<file path="src/rtl/sec_counter_60_if.sv">
// -----------------------------------------------------------------------------
// sec_counter_60_if
// Bundles the control inputs and display/chain outputs of the seconds counter.
//   btn       : start/stop button level, synchronous to clk (master -> slave)
//   clr       : synchronous clear, active-high               (master -> slave)
//   ones      : seconds units digit, 0-9                     (slave -> master)
//   tens      : seconds tens digit, 0-5                      (slave -> master)
//   carry     : one-cycle pulse on 59 -> 00 wrap             (slave -> master)
//   running   : high while the counter is in RUN             (slave -> master)
//   state_dbg : raw FSM state for observation                (slave -> master)
// There is no valid/ready handshake: btn and clr are plain levels sampled on
// every rising clock edge, and every output is a registered level.
// -----------------------------------------------------------------------------
interface sec_counter_60_if;
    logic       btn;
    logic       clr;
    logic [3:0] ones;
    logic [2:0] tens;
    logic       carry;
    logic       running;
    logic [1:0] state_dbg;

    modport master (
        output btn,
        output clr,
        input  ones,
        input  tens,
        input  carry,
        input  running,
        input  state_dbg
    );

    modport slave (
        input  btn,
        input  clr,
        output ones,
        output tens,
        output carry,
        output running,
        output state_dbg
    );
endinterface

</file>
<file path="src/rtl/sec_counter_60.sv">
// -----------------------------------------------------------------------------
// sec_counter_60
// Start/stop/pause seconds counter (00-59) with a CLK_DIV prescaler.
//   CLK_DIV : clk cycles per one-second step (2 .. 2^27)
//   clk     : system clock, rising edge
//   rst     : synchronous active-high reset, overrides everything
//   bus     : sec_counter_60_if.slave (btn, clr in; ones, tens, carry,
//             running, state_dbg out)
// A rising edge of btn cycles IDLE -> RUN -> PAUSE -> RUN ...; clr returns to
// IDLE at 00. All outputs come straight from flops.
// -----------------------------------------------------------------------------
module sec_counter_60 #(
    parameter int unsigned CLK_DIV = 100_000_000
) (
    input  logic            clk,
    input  logic            rst,
    sec_counter_60_if.slave bus
);
    typedef enum logic [1:0] {
        IDLE  = 2'd0,
        RUN   = 2'd1,
        PAUSE = 2'd2
    } state_t;

    localparam logic [26:0] PRESC_LAST = 27'(CLK_DIV - 1);

    state_t      state_q, state_d;
    logic        btn_d_q, btn_d_d;
    logic [26:0] presc_q, presc_d;
    logic [3:0]  ones_q, ones_d;
    logic [2:0]  tens_q, tens_d;
    logic        carry_q, carry_d;
    logic        running_q, running_d;

    logic btn_rise;
    logic tick;

    // btn_d_q holds last cycle's btn; it resets to 0 so a btn already high
    // right after reset still counts as a press.
    assign btn_d_d  = bus.btn;
    assign btn_rise = bus.btn & ~btn_d_q;
    assign tick     = (state_q == RUN) && (presc_q == PRESC_LAST);

    // ---------------- FSM: state register ----------------
    always_ff @(posedge clk) begin
        if (rst) begin
            state_q <= IDLE;
        end else begin
            state_q <= state_d;
        end
    end

    // ---------------- FSM: next state ----------------
    always_comb begin
        state_d = state_q;
        if (bus.clr) begin
            state_d = IDLE;
        end else if (btn_rise) begin
            case (state_q)
                IDLE:    state_d = RUN;
                RUN:     state_d = PAUSE;
                PAUSE:   state_d = RUN;
                default: state_d = IDLE;
            endcase
        end
    end

    // ---------------- FSM: outputs ----------------
    // running is decoded from the next state so it can be registered and
    // still line up with state_q.
    always_comb begin
        running_d = (state_d == RUN);
    end

    // ---------------- Datapath next values ----------------
    // A tick is evaluated on the current state, so a press that moves RUN to
    // PAUSE in the same cycle still counts the second that just elapsed.
    always_comb begin
        presc_d = presc_q;
        ones_d  = ones_q;
        tens_d  = tens_q;
        carry_d = 1'b0;
        if (bus.clr) begin
            presc_d = '0;
            ones_d  = '0;
            tens_d  = '0;
        end else begin
            case (state_q)
                RUN: begin
                    if (tick) begin
                        presc_d = '0;
                        if (ones_q == 4'd9) begin
                            ones_d = 4'd0;
                            if (tens_q == 3'd5) begin
                                tens_d  = 3'd0;
                                carry_d = 1'b1;
                            end else begin
                                tens_d = tens_q + 3'd1;
                            end
                        end else begin
                            ones_d = ones_q + 4'd1;
                        end
                    end else begin
                        presc_d = presc_q + 27'd1;
                    end
                end
                PAUSE: begin
                    // Partial second and digits are held.
                    presc_d = presc_q;
                end
                default: begin
                    presc_d = '0;
                end
            endcase
        end
    end

    // ---------------- Datapath registers ----------------
    always_ff @(posedge clk) begin
        if (rst) begin
            btn_d_q   <= 1'b0;
            presc_q   <= '0;
            ones_q    <= '0;
            tens_q    <= '0;
            carry_q   <= 1'b0;
            running_q <= 1'b0;
        end else begin
            btn_d_q   <= btn_d_d;
            presc_q   <= presc_d;
            ones_q    <= ones_d;
            tens_q    <= tens_d;
            carry_q   <= carry_d;
            running_q <= running_d;
        end
    end

    assign bus.ones      = ones_q;
    assign bus.tens      = tens_q;
    assign bus.carry     = carry_q;
    assign bus.running   = running_q;
    assign bus.state_dbg = state_q;

endmodule

</file>
<file path="src/flat_wrapper.sv">
// flat-port wrapper written by rule: the top's interface ports become plain ports
module sec_counter_60_flat 
#(
    parameter int unsigned CLK_DIV = 100_000_000
)
  (clk, rst, bus_btn, bus_clr, bus_ones, bus_tens, bus_carry, bus_running, bus_state_dbg);
  sec_counter_60_if bus_i ();
  input  logic clk;
  input  logic rst;
  input wire logic [$bits(bus_i.btn)-1:0] bus_btn;
  input wire logic [$bits(bus_i.clr)-1:0] bus_clr;
  output wire logic [$bits(bus_i.ones)-1:0] bus_ones;
  output wire logic [$bits(bus_i.tens)-1:0] bus_tens;
  output wire logic [$bits(bus_i.carry)-1:0] bus_carry;
  output wire logic [$bits(bus_i.running)-1:0] bus_running;
  output wire logic [$bits(bus_i.state_dbg)-1:0] bus_state_dbg;
  assign bus_i.btn = bus_btn;
  assign bus_i.clr = bus_clr;
  assign bus_ones = bus_i.ones;
  assign bus_tens = bus_i.tens;
  assign bus_carry = bus_i.carry;
  assign bus_running = bus_i.running;
  assign bus_state_dbg = bus_i.state_dbg;
  sec_counter_60 #(.CLK_DIV(CLK_DIV)) u_core (.clk(clk), .rst(rst), .bus(bus_i));
endmodule
</file>
<file path="config.mk">
export PLATFORM = sky130hd
export DESIGN_NAME = sec_counter_60_flat
export DESIGN_NICKNAME = d
export VERILOG_FILES = /design/src/rtl/sec_counter_60_if.sv /design/src/rtl/sec_counter_60.sv /design/src/flat_wrapper.sv
export SDC_FILE = /design/constraint.sdc
export NUM_CORES = 1
export LEC_CHECK = 0
export CAP_MARGIN = 10
export CORE_MARGIN = 2
export CORE_UTILIZATION = 52
export DETAILED_ROUTE_END_ITERATION = 12
export GPL_TIMING_DRIVEN = 0
export PLACE_DENSITY_LB_ADDON = 0.3
export SYNTH_ARGS = -nofsm -noshare
export SYNTH_HDL_FRONTEND = slang
export SYNTH_SLANG_ARGS = --single-unit
</file>
<file path="constraint.sdc">
create_clock -name clk -period 2.4 [get_ports clk]
set_clock_uncertainty 0.1 [all_clocks]
set_input_delay 0.24 -clock clk [delete_from_list [all_inputs] [get_ports clk]]
set_output_delay 0.24 -clock clk [all_outputs]
set_load 0.03 [all_outputs]
</file>
==> results of run 1 <==
[cell families after synthesis]
group           Yosys count  synth area share, %
simple gates            162                 44.0
flops                    39                 38.6
compound gates           32                 9.10
buf+inv                  12                 2.23
xor+xnor                  9                 3.90
mux                       3                 1.55
fa+ha+maj                 1                0.619
[per-layer routing]
layer	wire, um	vias up
met4	72	0
li1	-	1004
met2	2240	44
met1	2330	934
met3	251	7
met5	0	-
[power by group through the flow]
stage | registers, mW | clock network, mW | logic (mW)
finish | 0.650 | 0.434 | 0.0440
global route | 0.651 | 0.462 | 0.0486
floorplan | 0.671 | 0 | 0.0226
global placement | 0.667 | 0 | 0.0415
CTS | 0.651 | 0.444 | 0.0421
detailed placement | 0.668 | 0 | 0.0418
[worst register-to-register path: stages (launching register included)]
cell and delay (ns):
dfxtp_4 0.38, ha_4 0.18, nand4_4 0.17, or3_1 0.38, or4_4 0.46, or4_1 0.41, a21oi_1 0.14
[area by class of cell]
class                      instances  share of cell area (%)
clock inverter                     3                   0.625
tap                               48                    2.50
timing repair buffer              20                    7.71
inverter                           3                   0.469
sequential                        39                    32.9
clock buffer                       5                    2.86
multi-input combinational        207                    51.5
buffer                             9                    1.46
[cell usage after synthesis (6+ instances only)]
master	count	area share [%]
nor2b_1	6	1.9
nand4_1	16	5.0
a21oi_1	7	1.7
or3_1	14	4.3
dfxtp_1	39	39
nand2_1	40	7.4
clkbuf_1	9	1.7
nor2_1	17	3.2
nand3_1	30	7.4
o21ai_0	14	3.5
[flip-flops by register name, summed over array words and instances (netlist names)]
| name | flops |
|---|---|
| u_core.bus.tens | 3 |
| u_core.bus.carry | 1 |
| u_core.presc_q | 27 |
| u_core.btn_d_q | 1 |
| u_core.bus.running | 1 |
| u_core.bus.state_dbg | 2 |
| u_core.bus.ones | 4 |
[final timing paths]
kind | slack, ns | from | end | depth (start not counted)
worst max-delay path | 0.11 | u_core.presc_q[1]$_SDFFE_PP0P_ | u_core.bus.tens[0]$_SDFFE_PP0P_ | 6
worst min-delay path | 0.40 | u_core.presc_q[23]$_SDFFE_PP0P_ | u_core.presc_q[23]$_SDFFE_PP0P_ | 2
worst max register to register | 0.11 | u_core.presc_q[1]$_SDFFE_PP0P_ | u_core.bus.tens[0]$_SDFFE_PP0P_ | 6
worst min register to register | 0.40 | u_core.presc_q[23]$_SDFFE_PP0P_ | u_core.presc_q[23]$_SDFFE_PP0P_ | 2
[timing repair]
| action | in CTS | in global routing |
|---|---|---|
| setup buffers | 0 | 6 |
| endpoints found under the setup margin | 16 | 21 |
| pin swaps | 0 | 1 |
| resized for setup | 9 | 6 |
==> impl_metrics.json, run 1 <==
{
  "cts_tree": "built",
  "nets": 290,
  "yosysSeqAreaShare_pct": 38.6,
  "clkLatencyLatePin_ns": 0.30,
  "drc_errors": 0,
  "fp.dieW_um": 66.4,
  "finalCriticalPeriod_ns": 2.29,
  "use_met1_pct": 34.9,
  "cp_top_family": "simple AND/OR/NAND/NOR gates",
  "cts_root_buf": "clkbuf_8",
  "worstPathArrival_ns": 2.42,
  "syn_to_final_growth_pct": 18.8,
  "netlist_area_sq_um": 2020,
  "clockBufferDepth": 2,
  "globalplace.congestion": 0.818,
  "worstMarginPinSlew_ns": 0.824,
  "portBuffers": 14,
  "mostFrequentLayoutCells": "nand2_1, dfxtp_1, nand3_1",
  "synth-seq-cells": 39,
  "endpoint_kind": "flip-flop",
  "die_h_um": 66.4,
  "async_flop_share_pct": 0,
  "ys_types": 39,
  "internal_power_mw": 0.865,
  "pre_cts_slack_ns": -0.138,
  "cellPowerDensity_nw_per_um2": 470,
  "wl_um": 4890,
  "slew_headroom_pct": 44.7,
  "start_kind": "flip-flop",
  "power_frac_clock_pct": 38.5,
  "finalSetupViolCount": 0,
  "stdcell_count": 334,
  "diodes": 0,
  "hold_class": "flip-flop to flip-flop",
  "rsz0062_at_grt": "false",
  "die_area_sq_um": 4400,
  "grtUsageMet2_pct": 38.8,
  "grt_use_met3_pct": 4.26,
  "vdd_ir_drop_max_v": 0.000337,
  "power_frac_seq_pct": 57.6,
  "cts.clk_slew.worst_paths_ns": 0.08,
  "final_util_pct": 65.1,
  "drt-vias-per-instance": 5.96,
  "grt_first_pass_wirelength_um": 8550,
  "p_switching_mw": 0.263,
  "gr-total-overflow": 0,
  "fill_cells": 335,
  "switching_share_pct": 23.3,
  "fin_tns_setup_ns": 0,
  "total_power_mw": 1.13,
  "grtUsageTotal_pct": 25.3,
  "layout.area.seq_sq_um": 790,
  "p_leak_nw": 0.742,
  "cap_violations": 0,
  "dpl.hpwl_um": 3370,
  "dr.pass1.iters": 4,
  "ys.warnings.count": 0,
  "drive_above_1_share_pct": 11.9,
  "cts_sinks": 39,
  "cp_slowest_cell": "or4_4",
  "initial_core_util_pct": 54.8,
  "grt_pass1_vias": 1822,
  "cts_buffers": 5,
  "place_area_sq_um": 2220,
  "setup_slack_ns": 0.105,
  "io_pins": 15,
  "antenna_found_initial": 0,
  "syn-instance-count": 258,
  "multi_input_area_sq_um": 1240,
  "fin_area_sq_um": 2400,
  "worst-setup-path-type": "flip-flop to flip-flop",
  "coreArea_sq_um": 3690,
  "num_rows": 22,
  "drv_slew": 0,
  "p_comb_share_pct": 3.9,
  "max_freq_mhz": 436,
  "cp_num_buf_inv": 0,
  "crit_chain": "ha_4 > nand4_4 > or3_1 > or4_4 > or4_1 > a21oi_1",
  "slowest_delay_ns": 0.46,
  "avgSynthCellArea_sq_um": 7.84,
  "detail_route.iter0.violations": 162,
  "syn_nets": 263,
  "hold_viol": 0,
  "grt_max_degree": 13,
  "post-route-period-util_pct": 95.6,
  "synth_edf_count": 0,
  "timing.hold.ws_ns": 0.399,
  "final_common_cell": "nand2_1",
  "route.vias.total": 1989,
  "required_ns": 2.53,
  "wl_per_cell_um": 14.6,
  "dp.cells": 320,
  "run_status": "finished, final reports clean",
  "ant_nets": 0,
  "synth_top_flop_cell": "dfxtp_1",
  "cp_max_fo": 7,
  "cts-htree-levels": 2,
  "busiest_layer": "met2",
  "hold_buffers": 0
}
No activity file was read; power rests on OpenSTA's default activity.
==> inputs of run 2 (changes only) <==
Settings changed: CTS_CLUSTER_SIZE set to 30.
==> results of run 2 <==
Same layout as run 1: the final DEF is identical, and so are final timing and power.
==> inputs of run 3 (changes only) <==
Settings changed: HOLD_SLACK_MARGIN set to 0.06.
==> results of run 3 <==
Same layout as run 1: the final DEF is identical, and so are final timing and power.
